[src/rtl/sr_ctrl_pkg.sv]
// Shared state encoding and sizing helpers for the serial shift-register output driver.
// FRAME_CYCLES gives the BUSY length of one frame for a given width and divider.
package sr_ctrl_pkg;

    typedef enum logic [1:0] {
        IDLE     = 2'd0,
        SHIFT_LO = 2'd1,
        SHIFT_HI = 2'd2,
        LATCH    = 2'd3
    } sr_state_e;

    localparam int SR_STATE_W = 2;

    function automatic int cnt_width(input int clk_div);
        return (clk_div < 1) ? 1 : $clog2(clk_div + 1);
    endfunction

    function automatic int idx_width(input int n_bits);
        return (n_bits < 1) ? 1 : $clog2(n_bits + 1);
    endfunction

    function automatic int FRAME_CYCLES(input int n_bits, input int clk_div);
        return 2 * clk_div * n_bits + clk_div;
    endfunction

endpackage

[src/rtl/sr_clk_prescaler.sv]
// Phase counter for the shift clock: tick_o marks the last cycle of each CLK_DIV-cycle phase.
// restart_i holds the count at zero so the first phase after it is full length.
module sr_clk_prescaler
    import sr_ctrl_pkg::*;
#(
    parameter int CLK_DIV = 1
) (
    input  logic clk_i,
    input  logic rst_i,
    input  logic restart_i,
    output logic tick_o
);

    localparam int CNT_W = cnt_width(CLK_DIV);
    localparam logic [CNT_W-1:0] TERM = CNT_W'(CLK_DIV - 1);

    logic [CNT_W-1:0] cnt_q;
    logic [CNT_W-1:0] cnt_d;

    assign tick_o = (cnt_q == TERM);

    always_comb begin
        cnt_d = cnt_q + 1'b1;
        if (restart_i || tick_o) begin
            cnt_d = '0;
        end
    end

    always_ff @(posedge clk_i) begin
        if (rst_i) begin
            cnt_q <= '0;
        end else begin
            cnt_q <= cnt_d;
        end
    end

endmodule

[src/rtl/sr_out_ctrl_param.sv]
// Parametrised 74HC595-style serialiser with load/busy/done handshake and optional auto-refresh.
// All outputs come straight from flops; SR_DATA only moves on the SR_CLK falling transition.
module sr_out_ctrl_param
    import sr_ctrl_pkg::*;
#(
    parameter int N_BITS       = 16,
    parameter int CLK_DIV      = 1,
    parameter int MSB_FIRST    = 0,
    parameter int AUTO_REFRESH = 0
) (
    input  logic              CLK_IN,
    input  logic              RST,
    input  logic [N_BITS-1:0] DATA_IN,
    input  logic              LOAD,
    output logic              BUSY,
    output logic              DONE,
    output logic              SR_CLK,
    output logic              SR_DATA,
    output logic              SR_STROBE
);

    localparam int IDX_W = idx_width(N_BITS);
    localparam logic [IDX_W-1:0] LAST_IDX = IDX_W'(N_BITS - 1);
    localparam bit MSB  = (MSB_FIRST != 0);
    localparam bit AUTO = (AUTO_REFRESH != 0);

    sr_state_e         state_q, state_d;
    logic [IDX_W-1:0]  idx_q, idx_d;
    logic [N_BITS-1:0] shadow_q, shadow_d, shadow_nx;
    logic              pending_q, pending_d;
    logic              busy_q, busy_d;
    logic              done_q, done_d;
    logic              sclk_q, sclk_d;
    logic              sdata_q, sdata_d;
    logic              strobe_q, strobe_d;

    logic tick;
    logic restart;
    logic load_eff;
    logic start_req;
    logic first_bit;
    logic next_bit;

    assign restart = (state_q == IDLE);

    sr_clk_prescaler #(
        .CLK_DIV(CLK_DIV)
    ) u_prescaler (
        .clk_i    (CLK_IN),
        .rst_i    (RST),
        .restart_i(restart),
        .tick_o   (tick)
    );

    // The shadow word shifts one place per bit so the outgoing bit is always at a fixed end.
    assign load_eff  = LOAD & ~AUTO;
    assign start_req = load_eff | pending_q | AUTO;
    assign first_bit = MSB ? DATA_IN[N_BITS-1] : DATA_IN[0];
    assign shadow_nx = MSB ? (shadow_q << 1) : (shadow_q >> 1);
    assign next_bit  = MSB ? shadow_nx[N_BITS-1] : shadow_nx[0];

    always_comb begin
        state_d   = state_q;
        idx_d     = idx_q;
        shadow_d  = shadow_q;
        pending_d = pending_q;
        busy_d    = busy_q;
        done_d    = 1'b0;
        sclk_d    = sclk_q;
        sdata_d   = sdata_q;
        strobe_d  = strobe_q;

        if (state_q != IDLE && load_eff) begin
            pending_d = 1'b1;
        end

        case (state_q)
            IDLE: begin
                if (start_req) begin
                    shadow_d  = DATA_IN;
                    idx_d     = '0;
                    pending_d = 1'b0;
                    busy_d    = 1'b1;
                    sdata_d   = first_bit;
                    state_d   = SHIFT_LO;
                end
            end
            SHIFT_LO: begin
                if (tick) begin
                    sclk_d  = 1'b1;
                    state_d = SHIFT_HI;
                end
            end
            SHIFT_HI: begin
                if (tick) begin
                    sclk_d = 1'b0;
                    if (idx_q == LAST_IDX) begin
                        strobe_d = 1'b1;
                        state_d  = LATCH;
                    end else begin
                        shadow_d = shadow_nx;
                        sdata_d  = next_bit;
                        idx_d    = idx_q + 1'b1;
                        state_d  = SHIFT_LO;
                    end
                end
            end
            LATCH: begin
                if (tick) begin
                    strobe_d = 1'b0;
                    sdata_d  = 1'b0;
                    busy_d   = 1'b0;
                    done_d   = 1'b1;
                    state_d  = IDLE;
                end
            end
            default: begin
                state_d = IDLE;
            end
        endcase
    end

    always_ff @(posedge CLK_IN) begin
        if (RST) begin
            state_q   <= IDLE;
            idx_q     <= '0;
            pending_q <= 1'b0;
            busy_q    <= 1'b0;
            done_q    <= 1'b0;
            sclk_q    <= 1'b0;
            sdata_q   <= 1'b0;
            strobe_q  <= 1'b0;
        end else begin
            state_q   <= state_d;
            idx_q     <= idx_d;
            pending_q <= pending_d;
            busy_q    <= busy_d;
            done_q    <= done_d;
            sclk_q    <= sclk_d;
            sdata_q   <= sdata_d;
            strobe_q  <= strobe_d;
        end
    end

    // Frame data needs no reset: it is always reloaded before the first bit goes out.
    always_ff @(posedge CLK_IN) begin
        shadow_q <= shadow_d;
    end

    assign BUSY      = busy_q;
    assign DONE      = done_q;
    assign SR_CLK    = sclk_q;
    assign SR_DATA   = sdata_q;
    assign SR_STROBE = strobe_q;

endmodule
[config.mk]
export PLATFORM = sky130hd
export DESIGN_NAME = sr_out_ctrl_param
export DESIGN_NICKNAME = d
export VERILOG_FILES = /design/src/rtl/sr_ctrl_pkg.sv /design/src/rtl/sr_clk_prescaler.sv /design/src/rtl/sr_out_ctrl_param.sv
export SDC_FILE = /design/constraint.sdc
export NUM_CORES = 1
export LEC_CHECK = 0
export BUFFER_PORTS_ARGS = -buffer_cell sky130_fd_sc_hd__buf_2
export CELL_PAD_IN_SITES_DETAIL_PLACEMENT = 0
export CELL_PAD_IN_SITES_GLOBAL_PLACEMENT = 1
export CORE_UTILIZATION = 30
export CTS_CLUSTER_SIZE = 30
export DETAILED_ROUTE_END_ITERATION = 8
export PLACE_DENSITY_LB_ADDON = 0.25
export SLEW_MARGIN = 20
export SYNTH_ARGS = -nofsm -noshare
export SYNTH_HDL_FRONTEND = slang
export SYNTH_SLANG_ARGS = --single-unit
[constraint.sdc]
create_clock -name CLK_IN -period 2.44 [get_ports CLK_IN]
set_clock_uncertainty 0.15 [all_clocks]
set_input_delay 0.244 -clock CLK_IN [delete_from_list [all_inputs] [get_ports CLK_IN]]
set_output_delay 0.244 -clock CLK_IN [all_outputs]
set_load 0.02 [all_outputs]
==> impl_metrics.prom <==
# TYPE chip_impl_metric gauge
chip_impl_metric{name="layout.filler_cells",unit=""} 454
chip_impl_info{name="worstPathCellList",value="ha_1, and3_1, ha_1, or3b_4, a21oi_4, buf_12"} 1
chip_impl_metric{name="coreArea",unit="µm²"} 4500
chip_impl_metric{name="start_util",unit="%"} 32.3
chip_impl_metric{name="area_delta_synth_final",unit="%"} 20.9
chip_impl_metric{name="final.setup.worst_slack",unit="ps"} 173
chip_impl_metric{name="synth.net_count",unit=""} 151
chip_impl_metric{name="detailedPlace.worstSlack",unit="ps"} 185
chip_impl_metric{name="multiInputGateArea",unit="µm²"} 677
chip_impl_metric{name="cts.clk_slew.worst_paths",unit="ps"} 70
chip_impl_info{name="cts_root_buffer",value="clkbuf_8"} 1
chip_impl_metric{name="tritoncts.num_buffers",unit=""} 5
chip_impl_metric{name="nets",unit=""} 179
chip_impl_metric{name="postCtsResizedCells",unit=""} 0
chip_impl_metric{name="core.rowCount",unit=""} 24
chip_impl_info{name="setup_repair_after_global_routing_missed_its_margin",value="false"} 1
chip_impl_info{name="outcome",value="completed"} 1
chip_impl_metric{name="die_width",unit="µm"} 71.6
chip_impl_metric{name="yosysWarnings",unit=""} 0
chip_impl_metric{name="syn-instance-count",unit=""} 124
chip_impl_info{name="synth_top_flop_cell",value="edfxtp_1"} 1
chip_impl_metric{name="internal_power",unit="µW"} 1320
chip_impl_metric{name="post-cts-setup-buffers",unit=""} 0
chip_impl_metric{name="clock_latency_at_the_later_pin_of_the_worst_skew_pair",unit="ps"} 280
chip_impl_metric{name="share_of_power_burned_in_the_clock_network",unit="%"} 25.8
chip_impl_metric{name="crit_buf_inv",unit=""} 1
chip_impl_metric{name="worst_ep_arrival_time",unit="ps"} 2110
chip_impl_metric{name="die_y",unit="µm"} 71.6
chip_impl_metric{name="route.detailed.vias_per_inst",unit=""} 4.82
chip_impl_metric{name="routabilityCongestion",unit=""} 0.766
chip_impl_metric{name="pwr-share-seq",unit="%"} 41.9
chip_impl_metric{name="postCtsHoldBufs",unit=""} 0
chip_impl_metric{name="fin_crit",unit="ps"} 2270
chip_impl_info{name="startpoint_type",value="flop"} 1
chip_impl_metric{name="grt_pass1_vias",unit=""} 953
chip_impl_metric{name="cts.path.max_buffers",unit=""} 2
chip_impl_metric{name="overflow",unit=""} 0
chip_impl_metric{name="power-per-cell-area",unit="nW/µm²"} 1080
chip_impl_metric{name="finalSetupTns",unit="ps"} 0
chip_impl_metric{name="synth_top_cell_area_share",unit="%"} 31.0
chip_impl_metric{name="stdcell_area",unit="µm²"} 1760
chip_impl_metric{name="dpl_cell_area",unit="µm²"} 1650
chip_impl_metric{name="cts-htree-levels",unit=""} 2
chip_impl_metric{name="overall_track_demand_over_capacity_in_global_routing",unit="%"} 11.3
chip_impl_info{name="timing_worst_setup_path_type",value="flop to flop"} 1
chip_impl_info{name="critPathMostFrequentCell",value="ha_1"} 1
chip_impl_info{name="yosysTopAreaCell",value="edfxtp_1"} 1
chip_impl_metric{name="number_of_nets_with_antenna_violations_after_detailed_routing",unit=""} 0
chip_impl_metric{name="route.vias.total",unit=""} 988
chip_impl_info{name="tritoncts",value="yes"} 1
chip_impl_metric{name="final_layout_size_suffix_gt1_share",unit="%"} 34.6
chip_impl_metric{name="die-area",unit="µm²"} 5130
chip_impl_metric{name="drt_first_iter_violations",unit=""} 24
chip_impl_metric{name="post_synth.cell_area_avg",unit="µm²"} 11.7
chip_impl_metric{name="synth_async_sr_flop_share",unit="%"} 0
chip_impl_metric{name="grt_start_max_net_pins",unit=""} 22
chip_impl_metric{name="yosysUniqueCellTypes",unit=""} 39
chip_impl_metric{name="swShare",unit="%"} 30.4
chip_impl_metric{name="number_of_enable_type_register_cells_in_the_synthesized_netlist",unit=""} 15
chip_impl_metric{name="clock_sinks",unit=""} 29
chip_impl_metric{name="io_buffers",unit=""} 23
chip_impl_metric{name="yosys_register_bits",unit=""} 29
chip_impl_info{name="synthTopCellsByCount",value="15 x edfxtp_1, 15 x mux2_2, 14 x dfxtp_1"} 1
chip_impl_metric{name="slew_violations",unit=""} 0
chip_impl_metric{name="routedWlPerCell",unit="µm"} 12.9
chip_impl_metric{name="ff_latch_area",unit="µm²"} 731
chip_impl_metric{name="endpoints_failing_hold",unit=""} 0
chip_impl_metric{name="dp_hpwl",unit="µm"} 1880
chip_impl_metric{name="grt_pass1_wl",unit="µm"} 4400
chip_impl_metric{name="critical_path_s_largest_stage_delay",unit="ps"} 430
chip_impl_metric{name="number_of_diodes_added_for_antenna_fixing",unit=""} 0
chip_impl_metric{name="finalSetupViolations",unit=""} 0
chip_impl_metric{name="share_comb_of_total_power",unit="%"} 32.2
chip_impl_info{name="synth.top_cells.by_area",value="edfxtp_1 31%, dfxtp_1 19%, mux2_2 12%, ha_1 6.9%, nand2b_1 3.0%"} 1
chip_impl_metric{name="netlist_area",unit="µm²"} 1460
chip_impl_metric{name="antenna_found_initial",unit=""} 0
chip_impl_metric{name="min_period_over_period",unit="%"} 92.9
chip_impl_info{name="worst_hold_path_type",value="input pin to flop"} 1
chip_impl_metric{name="drt-pass1-iter-count",unit=""} 4
chip_impl_metric{name="routed_wirelength",unit="µm"} 2650
chip_impl_metric{name="timing.critical_path.fanout_max",unit=""} 17
chip_impl_info{name="kind_of_capture_point_of_the_worst_setup_path",value="flop"} 1
chip_impl_metric{name="floorplan.io_pins",unit=""} 24
chip_impl_metric{name="remaining_drc_errors",unit=""} 0
chip_impl_metric{name="vdd.ir_drop.worst",unit="mV"} 0.359
chip_impl_metric{name="maximum_operating_frequency",unit="GHz"} 0.441
chip_impl_metric{name="drv_cap",unit=""} 0
chip_impl_info{name="critPathTopFamily",value="simple AND/OR/NAND/NOR gates"} 1
chip_impl_metric{name="leakage_power_of_the_design",unit="µW"} 0.000697
chip_impl_metric{name="cp_data_required_time",unit="ps"} 2280
chip_impl_info{name="timing.critical_path.slowest_stage_cell",value="or3b_4"} 1
chip_impl_metric{name="p_switching",unit="µW"} 578
chip_impl_metric{name="ys_seq_area_share",unit="%"} 50.2
## power by group through the flow
stage                     combinational (µW)  clock, µW  sequential [µW]
final                                    612        491              796
after global routing                     668        528              821
after CTS                                623        505              800
after detailed placement                 621          0              810
after global placement                   611          0              803
after floorplan                          403          0              815
## flip-flops by register name, summed over array words and instances (netlist names)
name	count
u_prescaler.cnt_q	1
DONE	1
SR_DATA	1
SR_CLK	1
shadow_q	15
idx_q	5
pending_q	1
state_q	2
BUSY	1
SR_STROBE	1
## layout make-up
class | count | share of cell area [%]
flip-flops and latches | 29 | 41.5
multi-input cells | 84 | 38.5
clock inverters | 3 | 2.35
well taps | 52 | 3.70
inverters | 5 | 1.07
clock buffers | 5 | 3.91
repair buffers | 27 | 8.96
## worst paths after layout
check | from | to | slack [ps] | depth (start not counted)
max | idx_q[0] | shadow_q[3] | 170 | 6
min | LOAD | pending_q | 100 | 3
min reg2reg | BUSY | BUSY | 300 | 2
max reg2reg | idx_q[0] | shadow_q[3] | 170 | 6
## cells in the final DEF (no fill, tap or decap), types with 5 or more instances in the layout
master / count
buf_2: 23
mux2_2: 15
edfxtp_1: 15
dfxtp_1: 14
ha_1: 8
nand2b_1: 7
o21ai_0: 6
inv_1: 5
clkbuf_8: 5
## tightest hold or removal path, stage by stage
cell    delay, ps
buf_2         110
nor2_1         80
nor3_1         50
## cell families after synthesis
kind of cell / after synthesis / share of synthesized area, %
compound gates: 21 / 9.20
fa+ha+maj: 8 / 6.88
mux: 17 / 13.0
flops: 29 / 50.2
buf+inv: 11 / 3.78
simple gates: 37 / 16.7
other cells: 1 / 0.258
## through the flow
stage	std cells	power [µW]	util (%)	hold slack (ps)
2_1_floorplan	124	1220	-	256
3_3_place_gp	197	1410	36.6	289
3_5_place_dp	197	1430	36.6	291
4_1_cts	205	1930	39.1	87.2
5_1_grt	205	2020	39.1	97.0
6_report	205	1900	39.1	96.7
## routing by layer
metal | routed length (µm) | track usage (%) | vias up
li1 | - | - | 505
met1 | 1310 | 13.9 | 461
met2 | 1190 | 17.5 | 16
met3 | 109 | 3.80 | 6
met4 | 49 | 5.88 | 0
met5 | 0 | 0 | -
(Power assumes the default switching activity.)
